### config.mk
export PLATFORM = sky130hd
export DESIGN_NAME = gpc_popcount_acc
export DESIGN_NICKNAME = d
export VERILOG_FILES = /design/src/rtl/gpc_pkg.sv /design/src/rtl/gpc_c5_3.sv /design/src/rtl/gpc_popcount_acc.sv
export SDC_FILE = /design/constraint.sdc
export NUM_CORES = 1
export LEC_CHECK = 0
export CORE_MARGIN = 5
export CORE_UTILIZATION = 50
export CTS_CLUSTER_SIZE = 24
export DETAILED_ROUTE_END_ITERATION = 7
export GPL_TIMING_DRIVEN = 0
export PLACE_DENSITY = 0.72
export SETUP_SLACK_MARGIN = 0.05
export SKIP_LAST_GASP = 1
export SLEW_MARGIN = 30
export SYNTH_ARGS = -nofsm -noshare
export SYNTH_HDL_FRONTEND = slang
export SYNTH_SLANG_ARGS = --single-unit
### constraint.sdc
create_clock -name clk -period 5.55 [get_ports clk]
set_clock_uncertainty 0.2 [all_clocks]
set_input_delay 1.11 -clock clk [delete_from_list [all_inputs] [get_ports clk]]
set_output_delay 1.11 -clock clk [all_outputs]
set_load 0.005 [all_outputs]
### src/rtl/gpc_pkg.sv
// Shared constants, types and elaboration helpers for the GPC popcount datapath.
package gpc_pkg;

  localparam int unsigned GPC_IN  = 5;
  localparam int unsigned GPC_OUT = 3;

  localparam string MODE_ONES  = "ONES";
  localparam string MODE_ZEROS = "ZEROS";

  typedef logic [GPC_OUT-1:0] gpc_cnt_t;

  // Ceiling log2; clog2(1) = 0, clog2(31) = 5, clog2(32) = 5.
  function automatic int unsigned clog2(input int unsigned v);
    int unsigned r;
    longint unsigned p;
    r = 0;
    p = 64'd1;
    for (int i = 0; i < 32; i++) begin
      if (p < 64'(v)) begin
        r = r + 1;
        p = p << 1;
      end
    end
    return r;
  endfunction

  // Number of 5-bit GPC groups needed to cover in_w bits.
  function automatic int unsigned n_groups(input int unsigned in_w);
    return (in_w + GPC_IN - 1) / GPC_IN;
  endfunction

endpackage

### src/rtl/gpc_c5_3.sv
// Combinational 5:3 generalised parallel counter; maps onto one LUT6CY pair.
module gpc_c5_3
  import gpc_pkg::*;
#(
  parameter string USETNM = "USET0",
  parameter string RLOCNM = "X0Y0"
) (
  input  logic [GPC_IN-1:0] in_bits,
  output gpc_cnt_t          cnt_c
);

  // Placement group names feed the attributes on the parent's instances.
  if (USETNM == "" || RLOCNM == "") begin : g_chk_attr
    $error("gpc_c5_3: USETNM and RLOCNM must be non-empty");
  end

  // Count the set bits of the 5-bit group (result 0..5).
  always_comb begin
    cnt_c = '0;
    for (int i = 0; i < int'(GPC_IN); i++) begin
      cnt_c = cnt_c + gpc_cnt_t'(in_bits[i]);
    end
  end

endmodule

### src/rtl/gpc_popcount_acc.sv
// Streaming per-frame popcount: input capture, GPC stage, adder-tree stage and
// a saturating frame accumulator, all frozen together under output backpressure.
module gpc_popcount_acc
  import gpc_pkg::*;
#(
  parameter int unsigned IN_W   = 30,
  parameter int unsigned ACC_W  = 16,
  parameter string       MODE   = "ONES",
  parameter string       USETNM = "USET0",
  parameter string       RLOCNM = "X0Y0"
) (
  input  logic             clk,
  input  logic             rst_n,
  input  logic [IN_W-1:0]  in_data,
  input  logic             in_valid,
  input  logic             in_last,
  output logic             in_ready,
  output logic [ACC_W-1:0] out_data,
  output logic             out_sat,
  output logic             out_valid,
  input  logic             out_ready
);

  localparam int unsigned G      = n_groups(IN_W);
  localparam int unsigned PAD_W  = G * GPC_IN;
  localparam int unsigned SW     = clog2(IN_W + 1);
  localparam bit          INVERT = (MODE == MODE_ZEROS);

  if (IN_W < 1 || IN_W > 240) begin : g_chk_in_w
    $error("gpc_popcount_acc: IN_W must be in 1..240");
  end
  if (ACC_W < SW) begin : g_chk_acc_w
    $error("gpc_popcount_acc: ACC_W must be >= clog2(IN_W+1)");
  end
  if (MODE != MODE_ONES && MODE != MODE_ZEROS) begin : g_chk_mode
    $error("gpc_popcount_acc: MODE must be ONES or ZEROS");
  end

  // Pipeline enable: everything advances unless a held result is refused.
  logic en_c;

  // Input capture stage.
  logic [IN_W-1:0] s0_data_q, s0_data_d;
  logic            s0_valid_q, s0_valid_d;
  logic            s0_last_q, s0_last_d;

  // GPC count stage.
  logic [PAD_W-1:0]      pad_c;
  gpc_cnt_t [G-1:0]      gpc_cnt_c;
  (* U_SET = USETNM, RLOC = RLOCNM *)
  gpc_cnt_t [G-1:0]      s1_cnt_q;
  gpc_cnt_t [G-1:0]      s1_cnt_d;
  logic                  s1_valid_q, s1_valid_d;
  logic                  s1_last_q, s1_last_d;

  // Adder-tree stage.
  logic [SW-1:0] sum_c;
  (* U_SET = USETNM, RLOC = RLOCNM *)
  logic [SW-1:0] s2_sum_q;
  logic [SW-1:0] s2_sum_d;
  logic          s2_valid_q, s2_valid_d;
  logic          s2_last_q, s2_last_d;

  // Accumulator and result registers.
  logic [ACC_W-1:0] acc_q, acc_d;
  logic             first_q, first_d;
  logic             sat_f_q, sat_f_d;
  logic [ACC_W-1:0] out_data_q, out_data_d;
  logic             out_sat_q, out_sat_d;
  logic             out_valid_q, out_valid_d;

  logic [ACC_W-1:0] acc_base_c;
  logic [ACC_W:0]   sum_wide_c;
  logic             clamp_c;
  logic [ACC_W-1:0] sum_sat_c;

  assign en_c      = !out_valid_q || out_ready;
  assign in_ready  = rst_n && en_c;
  assign out_data  = out_data_q;
  assign out_sat   = out_sat_q;
  assign out_valid = out_valid_q;

  // Optional inversion for ZEROS, then zero padding so pad bits never count.
  always_comb begin
    pad_c = '0;
    pad_c[IN_W-1:0] = INVERT ? ~s0_data_q : s0_data_q;
  end

  for (genvar g = 0; g < int'(G); g++) begin : g_gpc
    (* U_SET = USETNM, RLOC = RLOCNM *)
    gpc_c5_3 #(
      .USETNM (USETNM),
      .RLOCNM (RLOCNM)
    ) u_gpc (
      .in_bits (pad_c[g*GPC_IN +: GPC_IN]),
      .cnt_c   (gpc_cnt_c[g])
    );
  end

  // Sum the group counts; the total never exceeds IN_W so SW bits suffice.
  always_comb begin
    sum_c = '0;
    for (int g = 0; g < int'(G); g++) begin
      sum_c = sum_c + SW'(s1_cnt_q[g]);
    end
  end

  // Next state for the capture, GPC and tree stages.
  always_comb begin
    s0_data_d  = s0_data_q;
    s0_valid_d = s0_valid_q;
    s0_last_d  = s0_last_q;
    s1_cnt_d   = s1_cnt_q;
    s1_valid_d = s1_valid_q;
    s1_last_d  = s1_last_q;
    s2_sum_d   = s2_sum_q;
    s2_valid_d = s2_valid_q;
    s2_last_d  = s2_last_q;
    if (en_c) begin
      s0_data_d  = in_data;
      s0_valid_d = in_valid;
      s0_last_d  = in_valid && in_last;
      s1_cnt_d   = gpc_cnt_c;
      s1_valid_d = s0_valid_q;
      s1_last_d  = s0_last_q;
      s2_sum_d   = sum_c;
      s2_valid_d = s1_valid_q;
      s2_last_d  = s1_last_q;
    end
  end

  // Saturating add of the beat count into the running frame total.
  always_comb begin
    acc_base_c = first_q ? '0 : acc_q;
    sum_wide_c = {1'b0, acc_base_c} + (ACC_W+1)'(s2_sum_q);
    clamp_c    = sum_wide_c[ACC_W];
    sum_sat_c  = clamp_c ? '1 : sum_wide_c[ACC_W-1:0];
  end

  // Accumulator update and result hand-off; a new last result may replace an
  // accepted one on the same edge so frames can stream back to back.
  always_comb begin
    acc_d       = acc_q;
    first_d     = first_q;
    sat_f_d     = sat_f_q;
    out_data_d  = out_data_q;
    out_sat_d   = out_sat_q;
    out_valid_d = out_valid_q;
    if (en_c) begin
      out_valid_d = 1'b0;
      if (s2_valid_q) begin
        if (s2_last_q) begin
          out_data_d  = sum_sat_c;
          out_sat_d   = sat_f_q || clamp_c;
          out_valid_d = 1'b1;
          acc_d       = '0;
          sat_f_d     = 1'b0;
          first_d     = 1'b1;
        end else begin
          acc_d       = sum_sat_c;
          sat_f_d     = sat_f_q || clamp_c;
          first_d     = 1'b0;
        end
      end
    end
  end

  // State registers with synchronous reset; a partial frame is dropped.
  always_ff @(posedge clk) begin
    if (!rst_n) begin
      s0_data_q   <= '0;
      s0_valid_q  <= 1'b0;
      s0_last_q   <= 1'b0;
      s1_cnt_q    <= '0;
      s1_valid_q  <= 1'b0;
      s1_last_q   <= 1'b0;
      s2_sum_q    <= '0;
      s2_valid_q  <= 1'b0;
      s2_last_q   <= 1'b0;
      acc_q       <= '0;
      first_q     <= 1'b1;
      sat_f_q     <= 1'b0;
      out_data_q  <= '0;
      out_sat_q   <= 1'b0;
      out_valid_q <= 1'b0;
    end else begin
      s0_data_q   <= s0_data_d;
      s0_valid_q  <= s0_valid_d;
      s0_last_q   <= s0_last_d;
      s1_cnt_q    <= s1_cnt_d;
      s1_valid_q  <= s1_valid_d;
      s1_last_q   <= s1_last_d;
      s2_sum_q    <= s2_sum_d;
      s2_valid_q  <= s2_valid_d;
      s2_last_q   <= s2_last_d;
      acc_q       <= acc_d;
      first_q     <= first_d;
      sat_f_q     <= sat_f_d;
      out_data_q  <= out_data_d;
      out_sat_q   <= out_sat_d;
      out_valid_q <= out_valid_d;
    end
  end

endmodule
### Yosys cells after proc, flatten, opt, wreduce, memory -nomap -nowiden

Cells that the tools add are included.

| storage, ports and cells | value |
|---|---|
| bits of input ports | 35 |
| flip-flop bits (word level) | 95 |
| output and inout bits | 19 |

| cells by class | value |
|---|---|
| mux-type cells | 6 |
| reduce and logical (&&, ||, !) cells | 7 |
| add/subtract/negate cells | 30 |

Operators by type and width:

| cell | number |
|---|---|
| adder 3 x 1 -> 3 bit | 18 |
| 2-to-1 mux 16 bit | 3 |
| adder 16 x 5 -> 17 bit | 1 |
| adder 5 x 3 -> 5 bit | 3 |
| adder 1 x 1 -> 2 bit | 6 |
| adder 4 x 3 -> 5 bit | 1 |
| adder 3 x 3 -> 4 bit | 1 |
| 2-to-1 mux 1 bit | 3 |
| AND reduction 3 bit | 1 |
| logical AND 1 bit | 2 |
| logical OR 1 bit | 2 |
| AND reduction 2 bit | 1 |
| zero test 1 bit | 1 |

### Logic depth before layout (Yosys ltp)

Gate-level depths: netlist of the first run.

| logic depth | value |
|---|---|
| depth after elaboration | 5 |
| gate-level depth with buffers | 12 |

### By module

Synthesis of the first run repeated with hierarchy kept, for this count alone.

| unflattened totals | value |
|---|---|
| cell total of the unflattened synthesis | 455 |
| area total of the unflattened synthesis | 4546.9 um^2 |

Modules (own cells, without submodules):

| module | cells an instance | area each (um^2) | sequential area each (um^2) | instances |
|---|---|---|---|---|
| gpc_popcount_acc | 407 | 4119.0 | 1901.8 | 1 |
| gpc_c5_3 | 8 | 71.3 | 0.0 | 6 |

### Worst setup path after synthesis of the first run

Ideal clock, no wire load.

| timing path | value |
|---|---|
| kind | input port to output port |
| start | in out_ready |
| end | out in_ready |
| data arrival time | 1.715 ns |
| setup slack | 2.525 ns |
| data required time | 4.240 ns |
| cell stages on the path | 4 |
| cell sequence | nand2b_1 nand2_1 inv_2 clkbuf_1 |

| on the way | value |
|---|---|
| word-level cells in the longest chain between the ends | 2 |

RTL lines:

| what | line | RTL |
|---|---|---|
| start: declaration | gpc_popcount_acc.sv:21 | `input logic out_ready` |
| logical OR 1 bit | gpc_popcount_acc.sv:77 | `assign en_c = !out_valid_q \|\| out_ready;` |
| logical AND 1 bit | gpc_popcount_acc.sv:78 | `assign in_ready = rst_n && en_c;` |
| end: declaration | gpc_popcount_acc.sv:17 | `output logic in_ready,` |

No other way between the ends.

### Worst setup path in the final report of the first run

| timing path | value |
|---|---|
| start | in rst_n |
| end | out in_ready |

| on the way | value |
|---|---|
| word-level cells in the longest chain between the ends | 1 |

RTL lines:

| what | line | RTL |
|---|---|---|
| start: declaration | gpc_popcount_acc.sv:13 | `input logic rst_n,` |
| logical AND 1 bit | gpc_popcount_acc.sv:78 |  |

No other way between the ends.

==> summary.md, run 1 <==
| Metric | Value |
|---|---|
| Worst Hold Class | register to register |
| Num rows | 35 |
| Fmax | 0.227 GHz |
| Critical path's most frequent cell | clkdlybuf4s50_1 |
| Cell Pwr Density | 258 nW/µm² |
| Number of synthesized flops with an enable pin | 0 |
| Layout cells sized above 1 | 6.62% |
| Worst vdd ir | 0.000143 V |
| Worst r2r dst | out_sat |
| Fin crit share | 79.2% |
| Worst r2r src | first_q |
| Slew @ Worst Pin | 899 ps |
| Die Width | 106 µm |
| Post-Syn Area per Cell | 9.50 µm² |
| Via count | 3670 |
| Slowest stage delay, CP | 610 ps |
| Synth warn | 0 |
| I/O Buffers | 53 |
| Status | complete, no violations |
| Hold path start | out_data[5] |
| Vias per cell | 5.48 |
| Clk root buf | clkbuf_8 |
| Top Family by Delay on Critical Path | buffers and inverters |
| Number of H-tree levels | 3 |
| CP Data Arrival Time | 3090 ps |
| Layout Nets | 633 |
| Vias in the first global route | 3621 |
| Number of setup violations in the final report | 0 |
| Starting density of the core | 50.8% |
| GP Congestion | 0.895 |
| Routed length per instance | 15.5 µm |
| CP max stage cell | clkdlybuf4s50_1 |
| CP startpoint kind | primary input |
| Setup TNS | 0 ps |
| Area growth syn-to-layout | 18.8% |
| Ports | 54 |
| Slew Limit Headroom | 40.1% |
| CTS buffer count | 9 |
| 1st-pass router iterations | 4 |
| # diodes | 0 |
| Post-route ant nets | 0 |
| Worst-path cell chain | clkdlybuf4s50_1 -> nand2_1 -> inv_2 -> clkbuf_1 -> clkdlybuf4s50_1 |
| Period minus WS final | 4400 ps |
| CP startpoint | rst_n |
| Maximum Capacitance Violations | 0 |
| Post-CTS Hold Buffers | 0 |
| Number of remaining DRC errors | 0 |
| Worst setup EP type | output port |
| Initial antenna violation count | 0 |
| Hpwl dp | 8.06 mm |
| Post-CTS setup buffers | 0 |
| Gr usage total | 19.5% |
| Routed WL | 10.4 mm |
| First-pass GRT wire length | 17.7 mm |
| DIE AREA | 11300 µm² |
| GRT overflow | 0 |
| RSZ-0062 raised after global routing | no |
| Register-to-Register Path Depth | 12 |
| Yosys cell types | 54 |
| Largest net degree at the start of global routing | 17 |
| PostCTS Resize Cnt | 0 |
| Post-synthesis sequential area ratio | 40.9% |
| CTS tree | yes |
| Clock Latency Late Sink | 360 ps |
| Max Slew Vio Count | 0 |
| Stages on the worst setup path | 5 |
| Hold_ws | 249 ps |
| Critical path class | primary input to output port |
| 1st-iter DRT viols | 199 |
| Ys flop type | dfxtp_1 |
| Final hold vios | 0 |
| Deepest clock path buffer count | 2 |
| #FFs+latches synth | 95 |
| Mapped Area | 4650 µm² |
| Post-synth ARST share | 0% |
| Core area | 9150 µm² |
| Reg2reg setup slack | 1850 ps |
| Syn Nets | 569 |
| Buf/Inv on CP | 4 |
| Worst-path clk slew | 90 ps |
| Mapped Cells | 490 |
| Required @ worst endpoint | 4240 ps |
| Die height | 106 µm |
| Pleak | 2.23 nW |
| CTS sink count | 95 |
| Crit path to | in_ready |
| Crit Path Max Fanout | 10 |
-- cells in the mapped netlist, types with 3 or more instances --
cell type | number | area [µm²]
a21oi_1 | 15 | 75.1
ha_1 | 19 | 238
a22oi_1 | 6 | 45.0
clkbuf_1 | 13 | 48.8
inv_1 | 54 | 203
a21o_1 | 6 | 45.0
nor3_1 | 4 | 20.0
o21ai_0 | 27 | 135
nand3_1 | 9 | 45.0
nand4_1 | 3 | 18.8
and2_1 | 3 | 18.8
nor2b_1 | 12 | 75.1
and3_1 | 3 | 18.8
xnor2_1 | 3 | 26.3
dfxtp_1 | 95 | 1900
fa_1 | 25 | 500
mux2i_1 | 6 | 60.1
o21ai_1 | 11 | 55.1
nand2_1 | 56 | 210
a22o_1 | 44 | 385
buf_2 | 8 | 40.0
nor2_1 | 22 | 82.6
-- per-layer routing --
metal  routed length (µm)  vias to the layer above  track usage, %
met5                    0                        -               0
met4                  133                        0            6.76
met3                  385                       11            2.37
met2                 4890                       68            31.6
met1                 4980                     1772            27.0
li1                     -                     1819               -
-- cells by family (layout without fill, tap and decap cells) --
| family | count (synthesis) | after routing | share of synthesized area (%) |
|---|---|---|---|
| AO/OA/AOI/OAI | 135 | 135 | 21.0 |
| AND/OR/NAND/NOR | 125 | 125 | 13.0 |
| flip-flops | 95 | 95 | 40.9 |
| buffers and inverters | 80 | 149 | 7.07 |
| adder cells (fa/ha/maj) | 44 | 44 | 15.9 |
| multiplexers | 6 | 6 | 1.29 |
| XOR/XNOR | 5 | 5 | 0.941 |
-- power breakdown --
| group | switching, W | internal [W] |
|---|---|---|
| Sequential | 0.0000291 | 0.000720 |
| Combinational | 0.000102 | 0.000106 |
| Clock | 0.000245 | 0.000222 |
| Total | 0.000377 | 0.00105 |
-- cell usage in the layout, fill, tap and decap left out, drive strengths merged, types with 3 or more instances in the layout --
master,instances
nand2b,3
nand2,56
inv,57
nand3,9
nand4,3
a31oi,3
and2,3
nor3,5
fa,25
mux2i,6
a22o,44
a21oi,17
buf,11
a21o,6
clkdlybuf4s50,53
dfxtp,95
a22oi,6
nor2,22
clkbuf,23
and3,4
ha,19
o21ai,38
xnor2,3
nor2b,12
-- through the flow --
| step | instances | instance area (µm²) | power [W] | utilization [%] | worst slack [ps] |
|---|---|---|---|---|---|
| 6_report | 670 | 5530 | 0.00142 | 60.4 | 1150 |
| 5_1_grt | 670 | 5530 | 0.00150 | 60.4 | 1030 |
| 4_1_cts | 670 | 5530 | 0.00144 | 60.4 | 1130 |
| 3_5_place_dp | 654 | 5320 | 0.000976 | 58.2 | 1130 |
| 3_3_place_gp | 654 | 5320 | 0.000965 | 58.2 | 1160 |
| 2_1_floorplan | 490 | 4650 | 0.000895 | - | 2520 |
-- worst register-to-register path: stages (launching register included) --
cell      delay (ps)
dfxtp_1          510
clkbuf_1         430
clkbuf_1         520
nor2b_1          110
ha_1             240
fa_1             420
a21oi_2          270
o22ai_4          160
and3_1           170
buf_4            160
buf_6            150
o21ai_1          180
nand2_1           80
-- worst min-delay path by stage --
stage	to	slack, ps	depth (start not counted)
after floorplan	acc_q[3]	220	2
after global placement	out_sat	230	2
after detailed placement	out_data[0]	240	2
after CTS	out_data[0]	250	2
after global routing	out_sat	270	2
final	out_data[5]	250	2
-- cell type report --
class | count | area, µm²
Fill cell | 806 | 3620
Buffer | 24 | 119
Clock buffer | 10 | 138
Inverter | 56 | 210
Multi-Input combinational cell | 315 | 2420
Clock inverter | 6 | 67.6
Tap cell | 111 | 139
Sequential cell | 95 | 1900
Timing Repair Buffer | 53 | 531
-- registers in the layout, indices dropped and copies added, names as in the netlist, 5 cells and up --
register	count
pad_c	30
s1_cnt_q	18
acc_q	16
out_data	16
s2_sum_q	5
(Power assumes the default switching activity.)
==> inputs of run 2 (changes only) <==
Settings changed: PLACE_DENSITY 0.72 to 0.75.
Clock period 5.55 ns to 3.9 ns, I/O delays scaled along.
==> summary.md, run 2 (synthesis results as in run 1) <==
| Metric | Value |
|---|---|
| Number of remaining DRC errors | 0 |
| Non-filler instance count after layout | 669 |
| Maximum Capacitance Violations | 0 |
| Pleak | 2.24 nW |
| CTS buffer count | 9 |
| Gr usage total | 19.6% |
| Num rows | 35 |
| Max reg flops | 30 |
| Number of H-tree levels | 3 |
| DIE AREA | 11300 µm² |
| Clk root buf | clkbuf_8 |
| Register-to-Register Path Depth | 11 |
| Post-route ant nets | 0 |
| Period minus WS final | 3510 ps |
| Crit Path Max Fanout | 18 |
| Placed cell count | 654 |
| Slew @ Worst Pin | 824 ps |
| Fillers | 789 |
| Vias in the first global route | 3734 |
| Layout Nets | 632 |
| 1st-iter DRT viols | 171 |
| # diodes | 0 |
| Die height | 106 µm |
| CP max stage cell | clkdlybuf4s50_1 |
| First-pass GRT wire length | 17.9 mm |
| Hold Path Stages | 2 |
| Clock Latency Late Sink | 370 ps |
| Worst-path cell chain | clkdlybuf4s50_1 -> nand2_1 -> inv_2 -> clkdlybuf4s50_1 |
| Hpwl dp | 7.75 mm |
| Worst setup EP type | output port |
| Initial antenna violation count | 0 |
| Post-CTS Hold Buffers | 0 |
| Worst Hold Class | register to register |
| Worst-path clk slew | 90 ps |
| Slowest stage delay, CP | 630 ps |
| Ports | 54 |
| Core area | 9150 µm² |
| Slew Limit Headroom | 45.1% |
| Required @ worst endpoint | 2920 ps |
| Routed WL | 10.3 mm |
| Post-CTS setup buffers | 0 |
| Deepest clock path buffer count | 2 |
| Worst vdd ir | 0.000212 V |
| Most common cell after layout, fill and taps aside | dfxtp_1 |
| Commonest non-fill, non-tap cells in the layout | dfxtp_1 (95), nand2_1 (56), inv_1 (54) |
| CP startpoint kind | primary input |
| Die Width | 106 µm |
| CTS sink count | 95 |
| Area growth syn-to-layout | 19.4% |
| Cell Pwr Density | 382 nW/µm² |
| I/O Buffers | 53 |
| Fmax | 0.285 GHz |
| Critical path's most frequent cell | clkdlybuf4s50_1 |
| Layout cells sized above 1 | 6.45% |
| Via count | 3685 |
| Number of setup violations in the final report | 0 |
| CTS tree | yes |
| Setup TNS | 0 ps |
| Multi-input logic area | 2420 µm² |
| Final hold vios | 0 |
| RSZ-0062 raised after global routing | no |
| GP Congestion | 0.973 |
| FF+latch area | 1900 µm² |
| Max Slew Vio Count | 0 |
| Vias per cell | 5.51 |
| Critical path class | primary input to output port |
| Routed length per instance | 15.4 µm |
| Status | complete, no violations |
| Starting density of the core | 50.8% |
| Largest net degree at the start of global routing | 16 |
| CP Data Arrival Time | 2530 ps |
| 1st-pass router iterations | 4 |
| Fin crit share | 89.9% |
| GRT overflow | 0 |
## run 2: layout make-up
cell class / instances / share of cell area (%)
multi-input cells: 315 / 43.6
flip-flops and latches: 95 / 34.2
repair buffers: 53 / 9.55
inverters: 56 / 3.78
well taps: 111 / 2.50
clock buffers: 11 / 2.36
plain buffers: 23 / 2.09
clock inverters: 5 / 1.91
## run 2: final timing paths
kind                                     end    start  slack (ps)
worst max register to register  out_data[11]  first_q         430
worst max-delay path                in_ready    rst_n         390
worst min-delay path                 out_sat  out_sat         240
worst min register to register       out_sat  out_sat         240
## run 2: metrics by stage
step | hold WS [ps] | cell area, µm² | utilization [%] | power [W] | setup slack, ps
detailed placement | 235 | 5320 | 58.2 | 0.00138 | 119
finish | 243 | 5560 | 60.7 | 0.00212 | 394
floorplan | 217 | 4650 | - | 0.00127 | 937
global route | 272 | 5560 | 60.7 | 0.00224 | 193
CTS | 249 | 5560 | 60.8 | 0.00214 | 92.6
global placement | 225 | 5320 | 58.2 | 0.00136 | 145
## run 2: repair_timing
item | 4_1_cts | 5_1_grt
setup endpoints to repair | 0 | 3
endpoints found under the hold margin | 0 | 0
resized for setup | 0 | 2
## run 2: metal layers
metal / GRT usage, % / vias up / routed length, µm
met5: 0 / - / 0
met4: 5.94 / 0 / 231
met1: 26.4 / 1766 / 4830
li1: - / 1815 / -
met2: 31.5 / 87 / 4800
met3: 4.37 / 17 / 428
## run 2: power by group
group	switching, W	internal [W]
logic	0.000142	0.000149
clock network	0.000340	0.000428
registers	0.0000408	0.00102
## run 2: worst max-delay path, delay by kind of cell
kind / cells / cell delay [ps]
simple gates: 1 / 240
buf+inv: 3 / 1500
